## src/rtl/credit_link_tx_if.sv

```systemverilog
// credit_link_tx_if: FIFO-side and link-side signals of the credit link transmitter.
// Latency: none, wires only; all timing lives in credit_link_tx.
// Backpressure: fifo_consume pops the FIFO; credits flow back on credit_in.
interface credit_link_tx_if #(
    parameter int DATA_WIDTH = 64,
    parameter int CREDIT_W   = 4
);
    logic [DATA_WIDTH-1:0] fifo_out;
    logic                  fifo_empty;
    logic                  fifo_consume;
    logic                  link_enable;
    logic                  credit_in;
    logic [DATA_WIDTH-1:0] link_data;
    logic                  link_valid;
    logic [CREDIT_W-1:0]   credits;
    logic                  in_packet;
    logic                  credit_ovf;
    logic                  proto_err;

    modport master (
        input  fifo_out, fifo_empty, link_enable, credit_in,
        output fifo_consume, link_data, link_valid, credits, in_packet, credit_ovf, proto_err
    );

    modport slave (
        output fifo_out, fifo_empty, link_enable, credit_in,
        input  fifo_consume, link_data, link_valid, credits, in_packet, credit_ovf, proto_err
    );
endinterface

```

## src/rtl/credit_link_tx.sv

```systemverilog
// credit_link_tx: drains a show-ahead FIFO onto a credit-flow-controlled link, wormhole packet-aware; optional framing check under CREDIT_LINK_PROTO_CHECK_EN.
// Latency: FIFO head to link_data/link_valid is exactly one cycle; one flit per cycle sustained.
// Backpressure: stalls on empty FIFO or zero credits; link_enable only gates the start of a packet.
module credit_link_tx #(
    parameter int DATA_WIDTH = 64,
    parameter int CREDIT_MAX = 8,
    parameter int CREDIT_W   = 4
) (
    input  logic              clk,
    input  logic              rst,
    credit_link_tx_if.master  lnk
);
    localparam logic [CREDIT_W-1:0] CREDIT_MAX_C = CREDIT_W'(CREDIT_MAX);

    typedef enum logic {
        IDLE = 1'b0,
        BODY = 1'b1
    } state_e;

    state_e                state_q, state_d;
    logic [DATA_WIDTH-1:0] link_data_q, link_data_d;
    logic                  link_valid_q, link_valid_d;
    logic [CREDIT_W-1:0]   credits_q, credits_d;
    logic                  credit_ovf_q, credit_ovf_d;
    logic                  fire;
    logic                  flit_head;
    logic                  flit_tail;
    logic                  in_packet;

    assign flit_head = lnk.fifo_out[DATA_WIDTH-1];
    assign flit_tail = lnk.fifo_out[DATA_WIDTH-2];

    // link_enable matters only between packets; an open packet always drains.
    assign fire = ~lnk.fifo_empty & (credits_q != '0) & ((state_q == BODY) | lnk.link_enable);

    always_ff @(posedge clk or negedge rst) begin
        if (!rst) begin
            state_q      <= IDLE;
            link_data_q  <= '0;
            link_valid_q <= 1'b0;
            credits_q    <= CREDIT_MAX_C;
            credit_ovf_q <= 1'b0;
        end else begin
            state_q      <= state_d;
            link_data_q  <= link_data_d;
            link_valid_q <= link_valid_d;
            credits_q    <= credits_d;
            credit_ovf_q <= credit_ovf_d;
        end
    end

    always_comb begin
        state_d = state_q;
        if (fire) begin
            case (state_q)
                IDLE:    if (flit_head && !flit_tail) state_d = BODY;
                BODY:    if (flit_tail)               state_d = IDLE;
                default: state_d = IDLE;
            endcase
        end
    end

    always_comb begin
        in_packet = (state_q == BODY);
    end

    always_comb begin
        link_data_d  = fire ? lnk.fifo_out : link_data_q;
        link_valid_d = fire;
        credits_d    = credits_q;
        credit_ovf_d = credit_ovf_q;
        // A returned credit with a simultaneous send cancels out; a return at full is an overflow.
        if (lnk.credit_in && !fire) begin
            if (credits_q == CREDIT_MAX_C) begin
                credit_ovf_d = 1'b1;
            end else begin
                credits_d = credits_q + CREDIT_W'(1);
            end
        end else if (!lnk.credit_in && fire) begin
            credits_d = credits_q - CREDIT_W'(1);
        end
    end

`ifdef CREDIT_LINK_PROTO_CHECK_EN
    logic proto_err_q, proto_err_d;

    always_ff @(posedge clk or negedge rst) begin
        if (!rst) begin
            proto_err_q <= 1'b0;
        end else begin
            proto_err_q <= proto_err_d;
        end
    end

    always_comb begin
        proto_err_d = proto_err_q;
        if (fire && (((state_q == IDLE) && !flit_head) || ((state_q == BODY) && flit_head))) begin
            proto_err_d = 1'b1;
        end
    end

    assign lnk.proto_err = proto_err_q;
`else
    assign lnk.proto_err = 1'b0;
`endif

    assign lnk.fifo_consume = fire;
    assign lnk.link_data    = link_data_q;
    assign lnk.link_valid   = link_valid_q;
    assign lnk.credits      = credits_q;
    assign lnk.in_packet    = in_packet;
    assign lnk.credit_ovf   = credit_ovf_q;
endmodule

```

## src/flat_wrapper.sv

```systemverilog
// flat-port wrapper written by rule: the top's interface ports become plain ports
module credit_link_tx_flat 
#(
    parameter int DATA_WIDTH = 64,
    parameter int CREDIT_MAX = 8,
    parameter int CREDIT_W   = 4
)
  (clk, rst, lnk_fifo_out, lnk_fifo_empty, lnk_link_enable, lnk_credit_in, lnk_fifo_consume, lnk_link_data, lnk_link_valid, lnk_credits, lnk_in_packet, lnk_credit_ovf, lnk_proto_err);
  credit_link_tx_if #(.DATA_WIDTH(DATA_WIDTH), .CREDIT_W(CREDIT_W)) lnk_i ();
  input  logic clk;
  input  logic rst;
  input wire logic [$bits(lnk_i.fifo_out)-1:0] lnk_fifo_out;
  input wire logic [$bits(lnk_i.fifo_empty)-1:0] lnk_fifo_empty;
  input wire logic [$bits(lnk_i.link_enable)-1:0] lnk_link_enable;
  input wire logic [$bits(lnk_i.credit_in)-1:0] lnk_credit_in;
  output wire logic [$bits(lnk_i.fifo_consume)-1:0] lnk_fifo_consume;
  output wire logic [$bits(lnk_i.link_data)-1:0] lnk_link_data;
  output wire logic [$bits(lnk_i.link_valid)-1:0] lnk_link_valid;
  output wire logic [$bits(lnk_i.credits)-1:0] lnk_credits;
  output wire logic [$bits(lnk_i.in_packet)-1:0] lnk_in_packet;
  output wire logic [$bits(lnk_i.credit_ovf)-1:0] lnk_credit_ovf;
  output wire logic [$bits(lnk_i.proto_err)-1:0] lnk_proto_err;
  assign lnk_i.fifo_out = lnk_fifo_out;
  assign lnk_i.fifo_empty = lnk_fifo_empty;
  assign lnk_i.link_enable = lnk_link_enable;
  assign lnk_i.credit_in = lnk_credit_in;
  assign lnk_fifo_consume = lnk_i.fifo_consume;
  assign lnk_link_data = lnk_i.link_data;
  assign lnk_link_valid = lnk_i.link_valid;
  assign lnk_credits = lnk_i.credits;
  assign lnk_in_packet = lnk_i.in_packet;
  assign lnk_credit_ovf = lnk_i.credit_ovf;
  assign lnk_proto_err = lnk_i.proto_err;
  credit_link_tx #(.DATA_WIDTH(DATA_WIDTH), .CREDIT_MAX(CREDIT_MAX), .CREDIT_W(CREDIT_W)) u_core (.clk(clk), .rst(rst), .lnk(lnk_i));
endmodule
```

## config.mk

```make
export PLATFORM = sky130hd
export DESIGN_NAME = credit_link_tx_flat
export DESIGN_NICKNAME = d
export VERILOG_FILES = /design/src/rtl/credit_link_tx_if.sv /design/src/rtl/credit_link_tx.sv /design/src/flat_wrapper.sv
export SDC_FILE = /design/constraint.sdc
export NUM_CORES = 1
export LEC_CHECK = 0
export CORE_AREA = 2 2 89 100
export DETAILED_ROUTE_END_ITERATION = 10
export DIE_AREA = 0 0 91 102
export PLACE_DENSITY = 0.74
export RECOVER_POWER = 100
export SETUP_SLACK_MARGIN = 0.15
export SYNTH_ARGS = -nofsm -noshare
export SYNTH_HDL_FRONTEND = slang
export SYNTH_SLANG_ARGS = --single-unit
```

## constraint.sdc

```tcl
create_clock -name clk -period 2.2 [get_ports clk]
set_clock_uncertainty 0.2 [all_clocks]
set_input_delay 0.44 -clock clk [delete_from_list [all_inputs] [get_ports clk]]
set_output_delay 0.44 -clock clk [all_outputs]
set_load 0.01 [all_outputs]
```

==> impl_metrics.prom <==
# TYPE chip_impl_metric gauge
chip_impl_metric{name="setup_total_negative_slack",unit="ps"} -48.6
chip_impl_info{name="worstSetupPathType",value="flip-flop to flip-flop"} 1
chip_impl_metric{name="die_y",unit="microns"} 102
chip_impl_info{name="startpoint",value="u_core.lnk.credits[2]$_DFFE_PN0P_"} 1
chip_impl_metric{name="cts.reportedPaths.clkPinSlew",unit="ps"} 70
chip_impl_metric{name="number_of_antenna_violations_at_the_first_check_in_global_routing",unit=""} 0
chip_impl_metric{name="top_level_ports",unit=""} 142
chip_impl_metric{name="power-per-cell-area",unit="nW/um^2"} 1340
chip_impl_metric{name="die-width",unit="microns"} 91
chip_impl_metric{name="path_max_fanout",unit=""} 3
chip_impl_metric{name="synth_cells",unit=""} 185
chip_impl_metric{name="tritoncts.num_buffers",unit=""} 9
chip_impl_metric{name="register_area_share_after_synthesis",unit="%"} 61.1
chip_impl_metric{name="max_freq",unit="MHz"} 445
chip_impl_metric{name="floorplan.rows",unit=""} 35
chip_impl_info{name="worstSetupEndpointType",value="flip-flop"} 1
chip_impl_metric{name="syn_area",unit="sq um"} 2910
chip_impl_metric{name="post_route_cells_drive_above_1_share",unit="%"} 33.7
chip_impl_metric{name="yosysUniqueCellTypes",unit=""} 33
chip_impl_info{name="worstHoldPathType",value="flip-flop to flip-flop"} 1
chip_impl_metric{name="vias",unit=""} 2199
chip_impl_info{name="root_buffer",value="clkbuf_8"} 1
chip_impl_metric{name="grt_max_degree",unit=""} 41
chip_impl_metric{name="antenna_cells",unit=""} 0
chip_impl_metric{name="vdd.ir_drop.worst",unit="uV"} 623
chip_impl_metric{name="fin_nets",unit=""} 427
chip_impl_info{name="synth_ff_type",value="dfrtp_1"} 1
chip_impl_metric{name="die_area",unit="sq um"} 9280
chip_impl_metric{name="drv_slew",unit=""} 0
chip_impl_metric{name="critical_path_data_arrival_time",unit="ps"} 2250
chip_impl_metric{name="number_of_cells_on_the_worst_reg_to_reg_path",unit=""} 8
chip_impl_metric{name="dp_hpwl",unit="mm"} 5.11
chip_impl_metric{name="flip_flop_and_latch_count_after_synthesis",unit=""} 71
chip_impl_metric{name="setup_viol",unit=""} 1
chip_impl_metric{name="yosysTopAreaCellShare",unit="%"} 60.2
chip_impl_metric{name="drc_errors",unit=""} 0
chip_impl_info{name="synth_common_cells",value="70 x dfrtp_1, 48 x mux2_2, 16 x mux2_4"} 1
chip_impl_metric{name="final-seq-area",unit="sq um"} 1780
chip_impl_metric{name="drt-pass1-iter-count",unit=""} 4
chip_impl_metric{name="regToRegSetupSlack",unit="ps"} -50
chip_impl_metric{name="total_power",unit="uW"} 6810
chip_impl_info{name="synth.area.top_cells",value="dfrtp_1 60%, mux2_2 19%, mux2_4 8.3%, a21oi_1 1.2%, buf_6 1.2%"} 1
chip_impl_metric{name="drt-total-wl",unit="mm"} 7.91
chip_impl_metric{name="fill_cells",unit=""} 693
chip_impl_info{name="worstSetupStartpointType",value="flip-flop"} 1
chip_impl_info{name="run_status",value="finished with violations"} 1
chip_impl_metric{name="dr.first_iter.drc_count",unit=""} 29
chip_impl_metric{name="p_leak",unit="uW"} 0.00217
chip_impl_info{name="r2r_end",value="u_core.lnk.credits[2]$_DFFE_PN0P_"} 1
chip_impl_info{name="cts_tree",value="built"} 1
chip_impl_metric{name="critPathRequiredTime",unit="ps"} 2200
chip_impl_metric{name="synth.yosys.warnings",unit=""} 0
chip_impl_metric{name="transition_at_the_pin_with_the_smallest_max_transition_slack",unit="ps"} 1010
chip_impl_metric{name="clk-insertion-delay-late",unit="ps"} 320
chip_impl_metric{name="first_global_vias",unit=""} 2279
chip_impl_metric{name="holdWs",unit="ps"} 306
chip_impl_metric{name="syn_avg_cell_area",unit="sq um"} 15.7
chip_impl_info{name="synth.most_common_cell",value="dfrtp_1"} 1
chip_impl_info{name="area_leader_netlist",value="dfrtp_1"} 1
chip_impl_metric{name="fin_crit",unit="ps"} 2250
chip_impl_metric{name="cts_max_path_buffers",unit=""} 2
chip_impl_metric{name="syn_to_final_growth",unit="%"} 75.3
chip_impl_metric{name="fin_ws",unit="ps"} -48.6
chip_impl_metric{name="final_min_period_over_clock_period",unit="%"} 102
chip_impl_metric{name="mappedNetlistNets",unit=""} 257
chip_impl_metric{name="synthArstFlopShare",unit="%"} 100
chip_impl_metric{name="grt_remaining_overflow",unit=""} 0
chip_impl_metric{name="clock-sinks",unit=""} 71
chip_impl_info{name="violations",value="setup timing"} 1
chip_impl_metric{name="drv.max_cap_violation_count",unit=""} 0
chip_impl_metric{name="detail-route-antenna-nets",unit=""} 0
chip_impl_metric{name="routabilityCongestion",unit=""} 0.792
chip_impl_metric{name="h-tree-depth",unit=""} 3
chip_impl_info{name="regToRegStartpoint",value="u_core.lnk.credits[2]$_DFFE_PN0P_"} 1
chip_impl_metric{name="hold_viol",unit=""} 0
chip_impl_metric{name="initial_utilization",unit="%"} 35.3
chip_impl_metric{name="detail_routed_net_length_per_standard_cell",unit="microns"} 16.8
chip_impl_metric{name="area_occupied_by_multi_input_gates",unit="sq um"} 1170
chip_impl_metric{name="synth_edf_count",unit=""} 0
chip_impl_info{name="crit_path_end",value="u_core.lnk.credits[2]$_DFFE_PN0P_"} 1
chip_impl_metric{name="post_detailed_route_via_to_cell_ratio",unit=""} 4.68
chip_impl_metric{name="io_buffer_count",unit=""} 140
chip_impl_metric{name="fp.coreArea",unit="sq um"} 8230
chip_impl_metric{name="first_pass_grt_wire_length",unit="mm"} 11.2
chip_impl_metric{name="slew-limit-headroom",unit="%"} 32.7
chip_impl_metric{name="grt.total_usage",unit="%"} 15.2
chip_impl_info{name="setup_repair_after_global_routing_missed_its_margin",value="true"} 1
chip_impl_metric{name="utilization",unit="%"} 62.0
-- cells in the final DEF (no fill, tap or decap), types with 2 or more instances in the layout --
cell,Yosys,routed
buf_4,1,12
a21oi_1,7,6
buf_12,0,2
mux2_4,16,24
clkdlybuf4s50_1,0,132
bufinv_16,0,2
mux2_2,48,40
nand2_1,5,5
clkbuf_16,0,6
nor2_1,2,2
dlymetal6s2s_1,0,2
dlygate4sd2_1,0,4
buf_6,3,3
dfrtp_1,70,69
clkbuf_8,0,10
clkbuf_2,0,2
nor3_1,2,2
buf_16,0,2
inv_1,2,2
-- routing by layer --
metal	track usage, %	wire (microns)
met1	18.5	3150
met2	26.4	4240
met3	4.35	445
met4	4.66	79
met5	0	0
-- worst max-delay path, stage by stage (launching register included) --
cell,delay (ps)
dfrtp_2,430
nor4_4,430
o21ai_4,140
ha_4,280
buf_4,140
xnor2_2,150
a21oi_1,90
a32oi_1,170
o21ai_1,100
-- worst min-delay path by stage --
stage / from / to / cells past startpoint
floorplan: rst / u_core.lnk.credit_ovf$_DFFE_PN0P_ / 0
global placement: rst / u_core.lnk.link_data[31]$_DFFE_PN0P_ / 2
detailed placement: rst / u_core.lnk.link_data[31]$_DFFE_PN0P_ / 2
CTS: u_core.lnk.link_data[37]$_DFFE_PN0P_ / u_core.lnk.link_data[37]$_DFFE_PN0P_ / 1
global route: u_core.lnk.credit_ovf$_DFFE_PN0P_ / u_core.lnk.credit_ovf$_DFFE_PN0P_ / 1
finish: u_core.lnk.link_data[36]$_DFFE_PN0P_ / u_core.lnk.link_data[36]$_DFFE_PN0P_ / 1
-- sequential cells by signal (all words and copies together), names as in the netlist --
| signal | flops |
|---|---|
| u_core.lnk.link_valid | 1 |
| u_core.lnk.credits | 4 |
| u_core.lnk.link_data | 64 |
| u_core.lnk.credit_ovf | 1 |
| u_core.lnk.in_packet | 1 |
-- where the power goes --
part / leakage (uW) / internal, uW / switching, uW / total (uW)
clock network: 0.000109 / 666 / 475 / 1140
logic: 0.00123 / 2180 / 1270 / 3450
registers: 0.000827 / 1890 / 330 / 2220
-- repair_timing --
item / 4_1_cts / 5_1_grt
endpoints found under the setup margin: 9 / 67
hold endpoints to repair: 46 / 0
pin swaps: 2 / 6
hold buffers: 1 / 0
cloned: 1 / 9
buffers inserted: 1 / 3
resized for setup: 15 / 19
-- stage by stage --
step	instance area, sq um	instances	worst slack, ps
floorplan	2930	185	14.9
global placement	4530	440	-258
detailed placement	4530	440	-327
CTS	4820	458	17.7
global route	5100	470	-134
finish	5100	470	-48.6
-- kinds of logic after synthesis --
kind of cell	synth area share (%)
xor gates and xnor gates	0.602
other	0.129
buffers and inverters	2.49
DFF	61.1
adders and majority gates	1.55
AOI/OAI and AO/OA	4.73
and+or+nand+nor	2.58
muxes	26.8
-- cell type report --
class                      count  share of cell area, %
inverter                       2                  0.147
clock inverter                 5                   1.59
timing repair buffer         168                   35.1
sequential                    71                   34.9
multi-input combinational    103                   22.9
tap                          111                   2.72
clock buffer                  10                   2.70
Power figures use the tool's default switching activity.
